### src/rtl/board_mem_arbiter.sv
`default_nettype none
// ============================================================================
// Module      : board_mem_arbiter
// Description : Shares the single-port board-state RAM (one CELL_BITS cell
//               per intersection) between the VGA pixel path and the
//               game-logic command stream. Video reads always own the port.
//               Game commands are queued and issued on idle cycles. A
//               whole-board clear is sequenced so the displayed frame never
//               tears.
// Ports       : clk, rst (async, active-low)
//               vid_*   : video read request / registered read return
//               gl_*    : game command (valid/ready) and read return
//               clr_*   : whole-board clear request / busy flag
//               err_oor : sticky out-of-range command flag
//               mem_*   : RAM port (synchronous read, 1-cycle latency)
// Revision    : 1.0 - initial release
// ============================================================================
module board_mem_arbiter #(
    parameter int CELL_BITS  = 2,
    parameter int ADDR_W     = 8,
    parameter int NUM_CELLS  = 225,
    parameter int FIFO_DEPTH = 4
) (
    input  logic                 clk,
    input  logic                 rst,
    input  logic                 vid_active,
    input  logic                 vid_rd_en,
    input  logic [ADDR_W-1:0]    vid_rd_addr,
    output logic                 vid_rd_vld,
    output logic [CELL_BITS-1:0] vid_rd_data,
    input  logic                 gl_valid,
    output logic                 gl_ready,
    input  logic                 gl_we,
    input  logic [ADDR_W-1:0]    gl_addr,
    input  logic [CELL_BITS-1:0] gl_wdata,
    output logic                 gl_rvalid,
    output logic [CELL_BITS-1:0] gl_rdata,
    input  logic                 clr_req,
    output logic                 clr_busy,
    output logic                 err_oor,
    output logic [ADDR_W-1:0]    mem_addr,
    output logic                 mem_we,
    output logic [CELL_BITS-1:0] mem_wdata,
    input  logic [CELL_BITS-1:0] mem_rdata
);

    // FIFO_DEPTH is a power of two >= 2, so pointers wrap naturally.
    localparam int PTR_W = $clog2(FIFO_DEPTH);
    localparam int CNT_W = PTR_W + 1;
    localparam logic [CNT_W-1:0]  FULL_CNT  = CNT_W'(FIFO_DEPTH);
    localparam logic [ADDR_W-1:0] LAST_CELL = ADDR_W'(NUM_CELLS - 1);

    typedef enum logic [1:0] {
        ST_IDLE  = 2'd0,
        ST_DRAIN = 2'd1,
        ST_CLEAR = 2'd2
    } state_t;

    state_t                state_q, state_d;
    logic [ADDR_W-1:0]     clr_cnt_q, clr_cnt_d;
    logic [PTR_W-1:0]      wr_ptr_q, wr_ptr_d;
    logic [PTR_W-1:0]      rd_ptr_q, rd_ptr_d;
    logic [CNT_W-1:0]      count_q, count_d;
    logic                  fifo_we_q    [FIFO_DEPTH];
    logic                  fifo_we_d    [FIFO_DEPTH];
    logic [ADDR_W-1:0]     fifo_addr_q  [FIFO_DEPTH];
    logic [ADDR_W-1:0]     fifo_addr_d  [FIFO_DEPTH];
    logic [CELL_BITS-1:0]  fifo_wdata_q [FIFO_DEPTH];
    logic [CELL_BITS-1:0]  fifo_wdata_d [FIFO_DEPTH];
    logic                  vid_rd_vld_q, vid_rd_vld_d;
    logic                  gl_rd_pend_q, gl_rd_pend_d;
    logic                  gl_rd_oor_q, gl_rd_oor_d;
    logic                  err_oor_q, err_oor_d;

    logic                  fifo_empty;
    logic                  fifo_full;
    logic                  port_free;
    logic                  accept;
    logic                  issue;
    logic                  clr_grant;
    logic                  head_we;
    logic [ADDR_W-1:0]     head_addr;
    logic [CELL_BITS-1:0]  head_wdata;
    logic                  head_oor;

    // ------------------------------------------------------------------
    // Arbitration decisions
    // ------------------------------------------------------------------
    assign fifo_empty = (count_q == '0);
    assign fifo_full  = (count_q == FULL_CNT);
    // Port is available to game/clear only when video neither reads nor
    // is inside the display region.
    assign port_free  = !vid_rd_en && !vid_active;
    assign clr_busy   = (state_q != ST_IDLE);
    // Ready is based on start-of-cycle occupancy; no bypass path exists.
    assign gl_ready   = !fifo_full && !clr_busy;
    assign accept     = gl_valid && gl_ready;
    assign issue      = port_free && !fifo_empty && (state_q != ST_CLEAR);
    assign clr_grant  = port_free && (state_q == ST_CLEAR);

    assign head_we    = fifo_we_q[rd_ptr_q];
    assign head_addr  = fifo_addr_q[rd_ptr_q];
    assign head_wdata = fifo_wdata_q[rd_ptr_q];
    assign head_oor   = (head_addr > LAST_CELL);

    // ------------------------------------------------------------------
    // RAM port mux; held at zero while reset is asserted
    // ------------------------------------------------------------------
    always_comb begin
        mem_addr  = '0;
        mem_we    = 1'b0;
        mem_wdata = '0;
        if (rst) begin
            if (vid_rd_en) begin
                mem_addr = vid_rd_addr;
            end else if (vid_active) begin
                mem_addr = '0;
            end else if (state_q == ST_CLEAR) begin
                mem_addr = clr_cnt_q;
                mem_we   = 1'b1;
            end else if (issue) begin
                mem_addr  = head_addr;
                mem_we    = head_we && !head_oor;
                mem_wdata = head_wdata;
            end
        end
    end

    // ------------------------------------------------------------------
    // Command FIFO
    // ------------------------------------------------------------------
    always_comb begin
        fifo_we_d    = fifo_we_q;
        fifo_addr_d  = fifo_addr_q;
        fifo_wdata_d = fifo_wdata_q;
        wr_ptr_d     = wr_ptr_q;
        rd_ptr_d     = rd_ptr_q;
        count_d      = count_q;
        if (accept) begin
            fifo_we_d[wr_ptr_q]    = gl_we;
            fifo_addr_d[wr_ptr_q]  = gl_addr;
            fifo_wdata_d[wr_ptr_q] = gl_wdata;
            wr_ptr_d               = wr_ptr_q + PTR_W'(1);
        end
        if (issue) begin
            rd_ptr_d = rd_ptr_q + PTR_W'(1);
        end
        case ({accept, issue})
            2'b10:   count_d = count_q + CNT_W'(1);
            2'b01:   count_d = count_q - CNT_W'(1);
            default: count_d = count_q;
        endcase
    end

    // ------------------------------------------------------------------
    // Clear sequencer
    // ------------------------------------------------------------------
    always_comb begin
        state_d   = state_q;
        clr_cnt_d = clr_cnt_q;
        case (state_q)
            ST_IDLE: begin
                if (clr_req) begin
                    state_d = ST_DRAIN;
                end
            end
            ST_DRAIN: begin
                // No accepts while busy, so count_d==0 means the last
                // queued command has issued (or the queue was empty).
                if (count_d == '0) begin
                    state_d = ST_CLEAR;
                end
            end
            ST_CLEAR: begin
                if (clr_grant) begin
                    if (clr_cnt_q == LAST_CELL) begin
                        state_d   = ST_IDLE;
                        clr_cnt_d = '0;
                    end else begin
                        clr_cnt_d = clr_cnt_q + ADDR_W'(1);
                    end
                end
            end
            default: begin
                state_d   = ST_IDLE;
                clr_cnt_d = '0;
            end
        endcase
    end

    // ------------------------------------------------------------------
    // Read-return tracking and sticky error
    // ------------------------------------------------------------------
    always_comb begin
        vid_rd_vld_d = vid_rd_en;
        gl_rd_pend_d = issue && !head_we;
        gl_rd_oor_d  = issue && !head_we && head_oor;
        err_oor_d    = err_oor_q || (issue && head_oor);
    end

    assign vid_rd_vld  = vid_rd_vld_q;
    assign vid_rd_data = vid_rd_vld_q ? mem_rdata : '0;
    assign gl_rvalid   = gl_rd_pend_q;
    assign gl_rdata    = (gl_rd_pend_q && !gl_rd_oor_q) ? mem_rdata : '0;
    assign err_oor     = err_oor_q;

    // ------------------------------------------------------------------
    // State registers
    // ------------------------------------------------------------------
    always_ff @(posedge clk or negedge rst) begin
        if (!rst) begin
            state_q      <= ST_IDLE;
            clr_cnt_q    <= '0;
            wr_ptr_q     <= '0;
            rd_ptr_q     <= '0;
            count_q      <= '0;
            vid_rd_vld_q <= 1'b0;
            gl_rd_pend_q <= 1'b0;
            gl_rd_oor_q  <= 1'b0;
            err_oor_q    <= 1'b0;
            for (int i = 0; i < FIFO_DEPTH; i++) begin
                fifo_we_q[i]    <= 1'b0;
                fifo_addr_q[i]  <= '0;
                fifo_wdata_q[i] <= '0;
            end
        end else begin
            state_q      <= state_d;
            clr_cnt_q    <= clr_cnt_d;
            wr_ptr_q     <= wr_ptr_d;
            rd_ptr_q     <= rd_ptr_d;
            count_q      <= count_d;
            vid_rd_vld_q <= vid_rd_vld_d;
            gl_rd_pend_q <= gl_rd_pend_d;
            gl_rd_oor_q  <= gl_rd_oor_d;
            err_oor_q    <= err_oor_d;
            fifo_we_q    <= fifo_we_d;
            fifo_addr_q  <= fifo_addr_d;
            fifo_wdata_q <= fifo_wdata_d;
        end
    end

endmodule
`default_nettype wire

### config.mk
export PLATFORM = sky130hd
export DESIGN_NAME = board_mem_arbiter
export DESIGN_NICKNAME = d
export VERILOG_FILES = /design/src/rtl/board_mem_arbiter.sv
export SDC_FILE = /design/constraint.sdc
export NUM_CORES = 1
export LEC_CHECK = 0
export BUFFER_PORTS_ARGS = -buffer_cell sky130_fd_sc_hd__buf_4
export CAP_MARGIN = 20
export CELL_PAD_IN_SITES_DETAIL_PLACEMENT = 1
export CELL_PAD_IN_SITES_GLOBAL_PLACEMENT = 1
export CORE_UTILIZATION = 30
export CTS_CLUSTER_DIAMETER = 50
export DETAILED_ROUTE_END_ITERATION = 10
export PLACE_DENSITY = 0.63
export SLEW_MARGIN = 20
export SYNTH_ARGS = -nofsm -noshare
export SYNTH_HDL_FRONTEND = slang
export SYNTH_SLANG_ARGS = --single-unit
export TNS_END_PERCENT = 20
### constraint.sdc
create_clock -name clk -period 2.79 [get_ports clk]
set_input_delay 0.1395 -clock clk [delete_from_list [all_inputs] [get_ports clk]]
set_output_delay 0.1395 -clock clk [all_outputs]
set_load 0.1 [all_outputs]
## Yosys cells after proc, flatten, opt, wreduce, memory -nomap -nowiden

Cells that the tools add are included.

- Word-level logic and storage cells: 116
- Bits in registers: 65

- Bitwise operators: 3
- Equal/unequal tests: 11
- Order comparisons: 4
- Reduce and logical (&&, ||, !) cells: 28
- Multiplexer cells: 44
- Add/sub/neg operators: 5

Operators with widths:

| operator | number |
|---|---|
| 2-to-1 mux 8 bit | 10 |
| bitwise mux 32 bit | 1 |
| 2-to-1 mux 2 bit | 14 |
| binary-select mux 8 bit (select 2 bit) | 1 |
| demux 8 bit (select 2 bit) | 1 |
| one-hot mux 8 bit (2 select lines) | 1 |
| logical AND 1 bit | 12 |
| adder 8 x 1 -> 8 bit (second input constant) | 1 |
| bitwise mux 8 bit | 1 |
| equality test 8 bit (second input constant) | 1 |
| greater-than comparator 8 bit (second input constant) | 1 |
| zero test 1 bit | 8 |
| 2-to-1 mux 1 bit | 8 |
| inequality test 2 bit (second input constant) | 4 |
| >= comparator 3 bit (second input constant) | 2 |
| zero test 3 bit | 2 |
| inverter 2 -> 3 bit | 2 |
| one-hot mux 2 bit (3 select lines) | 1 |
| one-hot mux 3 bit (2 select lines) | 1 |
| adder 2 x 1 -> 2 bit (second input constant) | 2 |
| binary-select mux 2 bit (select 2 bit) | 1 |
| bitwise mux 4 bit | 1 |
| demux 2 bit (select 2 bit) | 1 |
| equality test 2 x 1 -> 1 bit (second input constant) | 2 |
| 15 further kinds | 16 |

## Depth between registers and ports, before layout

Gate-level depths: netlist of the first run.

- Depth after elaboration: 12
- Mapped depth: 12
- Mapped depth without buffers: 10

## Worst setup path before layout of the first run

No wires, ideal clock.

- Kind: register to output
- Start: reg state_q[0]
- End: out mem_addr[2]
- Slack: -0.784 ns
- Data required time: 2.651 ns
- Arrival: 3.434 ns
- Cell stages (with the launch flop): 7
- Cells stage by stage: dfrtp_1 > clkbuf_1 > nand2b_1 > clkbuf_1 > nand4_1 > a21o_1 > a21boi_0

- Word-level cells in the longest chain between the ends: 7

Ends and longest elaborated chain:

| element | line | source |
|---|---|---|
| start, declared | 59 | `state_t state_q, state_d;` |
| start signal, assigned | 227 | `state_q <= state_d;` |
| inequality test 2 bit | 98 | `assign issue = port_free && !fifo_empty && (state_q != ST_CLEAR);` |
| logical AND 1 bit | 98 |  |
| 2-to-1 mux 8 bit | 121 | `end else if (issue) begin` |
| 2-to-1 mux 8 bit * | 118 | `end else if (state_q == ST_CLEAR) begin` |
| 2-to-1 mux 8 bit * | 116 | `end else if (vid_active) begin` |
| 2-to-1 mux 8 bit * | 114 | `if (vid_rd_en) begin` |
| 2-to-1 mux 8 bit * | 113 | `if (rst) begin` |
| end, declared | 41 | `output logic [ADDR_W-1:0] mem_addr,` |

Every way passes the cells marked *; elsewhere a longest branch is shown, timed or not.

## Worst setup path after layout of the first run

- Start: reg rd_ptr_q[0]
- End: out mem_we

- Word-level cells in the longest chain between the ends: 12

Ends and longest elaborated chain:

| element | line | source |
|---|---|---|
| start, declared | 62 | `logic [PTR_W-1:0] rd_ptr_q, rd_ptr_d;` |
| start signal, assigned | 230 | `rd_ptr_q <= rd_ptr_d;` |
| inverter 2 -> 3 bit (not written as such) * | 101, 102 |  |
| binary-select mux 8 bit (select 2 bit) | 102 | `assign head_addr = fifo_addr_q[rd_ptr_q];` |
| 2-to-1 mux 8 bit (not written as such) (2 in series) | 102 |  |
| greater-than comparator 8 bit | 104 | `assign head_oor = (head_addr > LAST_CELL);` |
| zero test 1 bit | 123 | `mem_we = head_we && !head_oor;` |
| logical AND 1 bit * | 123 |  |
| 2-to-1 mux 1 bit * | 121 |  |
| 2-to-1 mux 1 bit * | 118 |  |
| 2-to-1 mux 1 bit * | 116 |  |
| 2-to-1 mux 1 bit * | 114 |  |
| 2-to-1 mux 1 bit * | 113 |  |
| end, declared | 42 | `output logic mem_we,` |

Every way passes the cells marked *; elsewhere a longest branch is shown, timed or not. The select of a mux whose other input is x is not followed.

==> reports/results.txt, run 1 <==
run status: finished clean
wire length per cell: 17.3 um
Post-Syn Nets: 311
placed inst area: 3920 um^2
fmax: 374 MHz
Post-synth top flop: dfrtp_1
Placed Cells: 459
Chip Height: 108 um
FILL cells: 1,202
drt pass-1 iters: 6
CTS tree: built
die footprint: 11,700 um^2
grt total ovfl: 0
root buffer cell: clkbuf_16
Synth-to-Final Area Change: 24.6%
initial drt markers: 87
first-pass GRT wire length: 13,700 um
hpwl dp: 5870 um
CP required: 2.65 ns
Setup crit end kind: primary output
crit-path cells: mux4_1 -> or4_4 -> o211ai_2 -> and4b_1 -> buf_6
asr flop ratio synth: 1.00
Leakage: 2.02 nW
Total Power: 3.49 mW
EDFF count, synth: 0
number of top-level pins: 47
layout net count: 366
Critical Path Fanout Max: 6
Synth Area in Adders: 0.0318
setup ws final: 0.118 ns
power density cells: 827 nW/um^2
Synth Area in Compound Gates: 0.0954
total of max-cap violations: 0
initial antenna violation count: 0
num rows: 38
clock sink total: 65
mux contribution to synthesized area: 0.229
vias per cell: 5.06
crit path DAT: 2.53 ns
library cells used by synthesis: 52
largest net degree at the start of global routing: 48
post-layout util: 0.386
Hold WC Path Type: in2reg
Core Region: 10,900 um^2
Hold Fails Final Rpt: 0
skew final: 0.00594 ns
die width: 108 um
htree depth: 3
IR Drop Worst-Case VDD: 0.000418 V
Clock Pin Slew Worst Setup and Hold Paths: 0.06 ns
top cells by area, synth: dfrtp_1, mux2_2, mux4_1
GRT Total Usage: 0.157
post-synthesis cell count: 276
post-route design area: 4220 um^2
area leader, netlist: dfrtp_1
ANT nets after route: 0
top cell type's share of synthesized area: 0.481
max incr delay on CP: 0.62 ns
DP Worst Slack: 0.247 ns
type of the worst setup path: reg2out
Antenna diodes: 0
Initial Util: 0.309
Slew Limit Headroom: 0.567
Tmin final: 2.67 ns
period utilization: 0.958
Num CTS Buffers: 9
most common cell after layout, fill and taps aside: dfrtp_1
most frequent cells in the layout: dfrtp_1, buf_4, mux2_2
Post-Synth Simple-Gate Area: 0.114
DRC viols: 0
post-route insts no fill: 476
Worst-Margin Slew: 0.645 ns
WHS: 0.0434 ns
via count: 2,408
Clk Latency, worst-skew pair: 0.32 ns
PortBufs: 46
Final Max Tran Viols: 0
RD Place Congestion: 0.778
Post-Route WL: 8240 um
register area share after synthesis: 0.481
synthesized area: 3380 um^2
share of layout cells above drive strength 1: 0.369
slowest stage cell, crit path: mux4_1
Ys Warns: 0
syn avg cell area: 12.3 um^2
Clock Tree Buf Depth: 2
vias in the first global route: 2,528
Total Neg Setup Slack: 0 ns
Yosys reg bits: 65
# setup viols final: 0
RSZ-0062 raised after global routing: no
Worst setup SP type: flip-flop
largest family of logic cells by synthesized area: multiplexers
XOR/XNOR Fraction of Synth Area: 0.0155
==> state kept, by name, indices dropped and copies added (netlist names) <==
name and flops:
clr_cnt_q 8, fifo_we_q 4, count_q 3, vid_rd_vld 1, fifo_wdata_q 8, err_oor 1, rd_ptr_q 2, gl_rvalid 1
state_q 2, fifo_addr_q 32, gl_rd_oor_q 1, wr_ptr_q 2
==> routing by layer <==
layer | up-vias | wire [um] | track usage | part of all wire
li1 | 1121 | - | - | -
met1 | 1240 | 3600 | 0.193 | 0.44
met2 | 41 | 4310 | 0.274 | 0.52
met3 | 6 | 271 | 0.0404 | 0.033
met4 | 0 | 53 | 0.0352 | 0.0064
met5 | - | 0 | 0 | 0
==> critical path: cells and delay by family, from the launching register on <==
| kind | cells | cell delay (ns) |
|---|---|---|
| and+or+nand+nor | 2 | 0.76 |
| DFF | 1 | 0.46 |
| AOI/OAI and AO/OA | 1 | 0.14 |
| buffers and inverters | 1 | 0.24 |
| muxes | 1 | 0.62 |
==> repair_timing <==
action / 4_1_cts / 5_1_grt
setup buffers: 0 / 0
endpoints found under the setup margin: 1 / 1
hold buffers: 1 / 0
gates resized for setup: 1 / 1
endpoints found under the hold margin: 35 / 0
==> worst paths after layout <==
kind                                        startpoint  depth (start not counted)  slack (ns)                           to
min in group asynchronous                          rst                          2        0.35       state_q[1]$_DFFE_PN0P_
max in group asynchronous                          rst                          3        1.65  fifo_wdata_q[1]$_DFFE_PN0P_
setup / recovery               rd_ptr_q[0]$_DFFE_PN0N_                          5        0.12                       mem_we
hold / removal                               vid_rd_en                          1        0.04         vid_rd_vld$_DFF_PN0_
hold reg to reg            fifo_addr_q[18]$_DFFE_PN0P_                          1        0.49  fifo_addr_q[18]$_DFFE_PN0P_
setup reg to reg                  count_q[0]$_DFF_PN0_                         10        0.24       state_q[1]$_DFFE_PN0P_
==> Yosys cell counts, drive strengths merged, types with 2 or more instances <==
master / count
or3: 3
nand2: 21
mux4: 11
and3b: 2
ha: 7
nor4b: 2
a21o: 5
nor3: 3
clkbuf: 7
and2: 2
inv: 13
and3: 8
xnor2: 5
o22ai: 3
nand3: 4
mux2: 44
nor2b: 2
or2: 2
a21oi: 4
a21boi: 6
nand4: 2
nand2b: 2
buf: 7
a222oi: 2
nor2: 9
a211oi: 2
nor3b: 2
dfrtp: 65
o21ai: 13
and4: 3
==> layout make-up <==
cell class,count,area [um^2],area share
flip-flops and latches,65,1630,0.386
multi-input cells,184,1640,0.389
clock buffers,10,239,0.0567
well taps,140,175,0.0415
clock inverters,6,42.5,0.0101
inverters,13,48.8,0.0116
repair buffers,58,442,0.105
==> cell families after synthesis <==
kind of cell,Yosys count
simple gates,70
xor+xnor,6
fa+ha+maj,8
mux,55
flops,65
compound gates,45
buf+inv,27
==> power by group <==
| part | internal (mW) | switching, mW | leakage [nW] | total (mW) |
|---|---|---|---|---|
| combinational | 0.508 | 0.482 | 1.03 | 0.990 |
| sequential | 1.24 | 0.219 | 0.858 | 1.46 |
| clock | 0.626 | 0.415 | 0.135 | 1.04 |
No activity file was read; power rests on OpenSTA's default activity.
==> run 2: changes to the inputs <==
Clock period 2.79 ns to 2.14 ns, I/O delays scaled along.
==> reports/results.txt, run 2 (same netlist as run 1, synthesis figures left out) <==
max reg flops: 32
placed inst area: 4130 um^2
grt total ovfl: 0
GRT Total Usage: 0.163
Post-Route WL: 8710 um
type of the worst setup path: reg2out
sequential fraction of design power: 0.377
run status: finished, violations left
fmax: 391 MHz
Setup crit end kind: primary output
die width: 108 um
Critical Path Fanout Max: 5
Slew Limit Headroom: 0.609
RD Place Congestion: 0.794
Initial Util: 0.309
Comb power frac: 0.324
most frequent cells in the layout: buf_4, dfrtp_1, mux2_2
period utilization: 1.20
via count: 2,488
largest registers: fifo_addr_q: 32 flops, clr_cnt_q: 8 flops, fifo_wdata_q: 8 flops
initial drt markers: 66
share of layout cells above drive strength 1: 0.495
Top reg by flops: fifo_addr_q
Switching Share: 0.307
Core Region: 10,900 um^2
skew final: 0.00792 ns
vias in the first global route: 2,818
largest net degree at the start of global routing: 33
IR Drop Worst-Case VDD: 0.000588 V
Total Neg Setup Slack: -1.63 ns
vias per cell: 4.92
# setup viols final: 10
die footprint: 11,700 um^2
post-route design area: 4640 um^2
Clk Latency, worst-skew pair: 0.33 ns
first-pass GRT wire length: 14,500 um
failing checks: negative setup slack
PortBufs: 46
clock sink total: 65
Hold WC Path Type: in2reg
most common cell after layout, fill and taps aside: buf_4
DRC viols: 0
clock share of power: 0.299
drt pass-1 iters: 4
hpwl dp: 6290 um
layout net count: 396
root buffer cell: clkbuf_16
Total Power: 5.06 mW
FILL cells: 1,186
Tmin final: 2.56 ns
WHS: 0.0279 ns
Synth-to-Final Area Change: 37.2%
CP required: 2.03 ns
Num CTS Buffers: 9
total of max-cap violations: 0
Hold Fails Final Rpt: 0
Final Max Tran Viols: 0
Chip Height: 108 um
Clock Pin Slew Worst Setup and Hold Paths: 0.05 ns
setup ws final: -0.419 ns
initial antenna violation count: 0
crit path DAT: 2.45 ns
Worst-Margin Slew: 0.583 ns
htree depth: 3
ANT nets after route: 0
Clock Tree Buf Depth: 2
post-layout util: 0.425
Pint: 3.51 mW
Antenna diodes: 0
wire length per cell: 17.2 um
CTS tree: built
Leakage: 2.19 nW
num rows: 38
RSZ-0062 raised after global routing: yes
Worst setup SP type: flip-flop
Net Switching: 1.55 mW
number of top-level pins: 47
power density cells: 1090 nW/um^2
run 2: power groups by stage:
stage | Sequential [mW] | Combinational, mW | Clock, mW
final | 1.91 | 1.64 | 1.51
after global routing | 1.97 | 1.80 | 1.59
after CTS | 1.90 | 1.56 | 1.55
after detailed placement | 1.91 | 1.44 | 0
after global placement | 1.88 | 1.39 | 0
after floorplan | 1.82 | 1.00 | 0
run 2: worst max-delay path: stages (launching register included):
cell and delay, ns:
dfrtp_2 0.44, mux4_2 0.54, or4_4 0.56, o211ai_2 0.14, and4b_2 0.27, buf_12 0.18
run 2: final timing paths:
check	from	endpoint	slack [ns]	cells after the start
setup / recovery	rd_ptr_q[0]$_DFFE_PN0N_	mem_we	-0.42	5
hold / removal	gl_addr[2]	fifo_addr_q[18]$_DFFE_PN0P_	0.03	2
setup reg to reg	count_q[1]$_DFF_PN0_	state_q[1]$_DFFE_PN0P_	-0.17	10
hold reg to reg	fifo_addr_q[18]$_DFFE_PN0P_	fifo_addr_q[18]$_DFFE_PN0P_	0.49	1
max in group asynchronous	rst	rd_ptr_q[0]$_DFFE_PN0N_	1.21	3
min in group asynchronous	rst	fifo_wdata_q[0]$_DFFE_PN0P_	0.26	2
run 2: area by class of cell:
| type | count | area [um^2] | area share |
|---|---|---|---|
| Multi-Input combinational cell | 184 | 1710 | 0.368 |
| Timing Repair Buffer | 88 | 768 | 0.165 |
| Tap cell | 140 | 175 | 0.0377 |
| Clock buffer | 11 | 253 | 0.0544 |
| Clock inverter | 5 | 62.6 | 0.0135 |
| Sequential cell | 65 | 1630 | 0.351 |
| Inverter | 13 | 48.8 | 0.0105 |
run 2: repair_timing:
item	in CTS	in global routing
hold buffers	1	0
resized for setup	25	19
pin swaps	3	3
buffers inserted	4	5
hold endpoints to repair	19	0
gates cloned	0	0
setup endpoints to repair	13	15
run 2: per-layer routing:
metal | track usage | wire [um]
met5 | 0 | 0
met1 | 0.205 | 3830
met4 | 0.0372 | 60
met2 | 0.288 | 4600
met3 | 0.0325 | 228
run 2: per-stage QoR:
step,setup slack [ns],instances
after CTS,-0.426,502
after floorplan,-0.429,276
after global routing,-0.496,506
after detailed placement,-0.280,481
final,-0.419,506
after global placement,-0.226,481
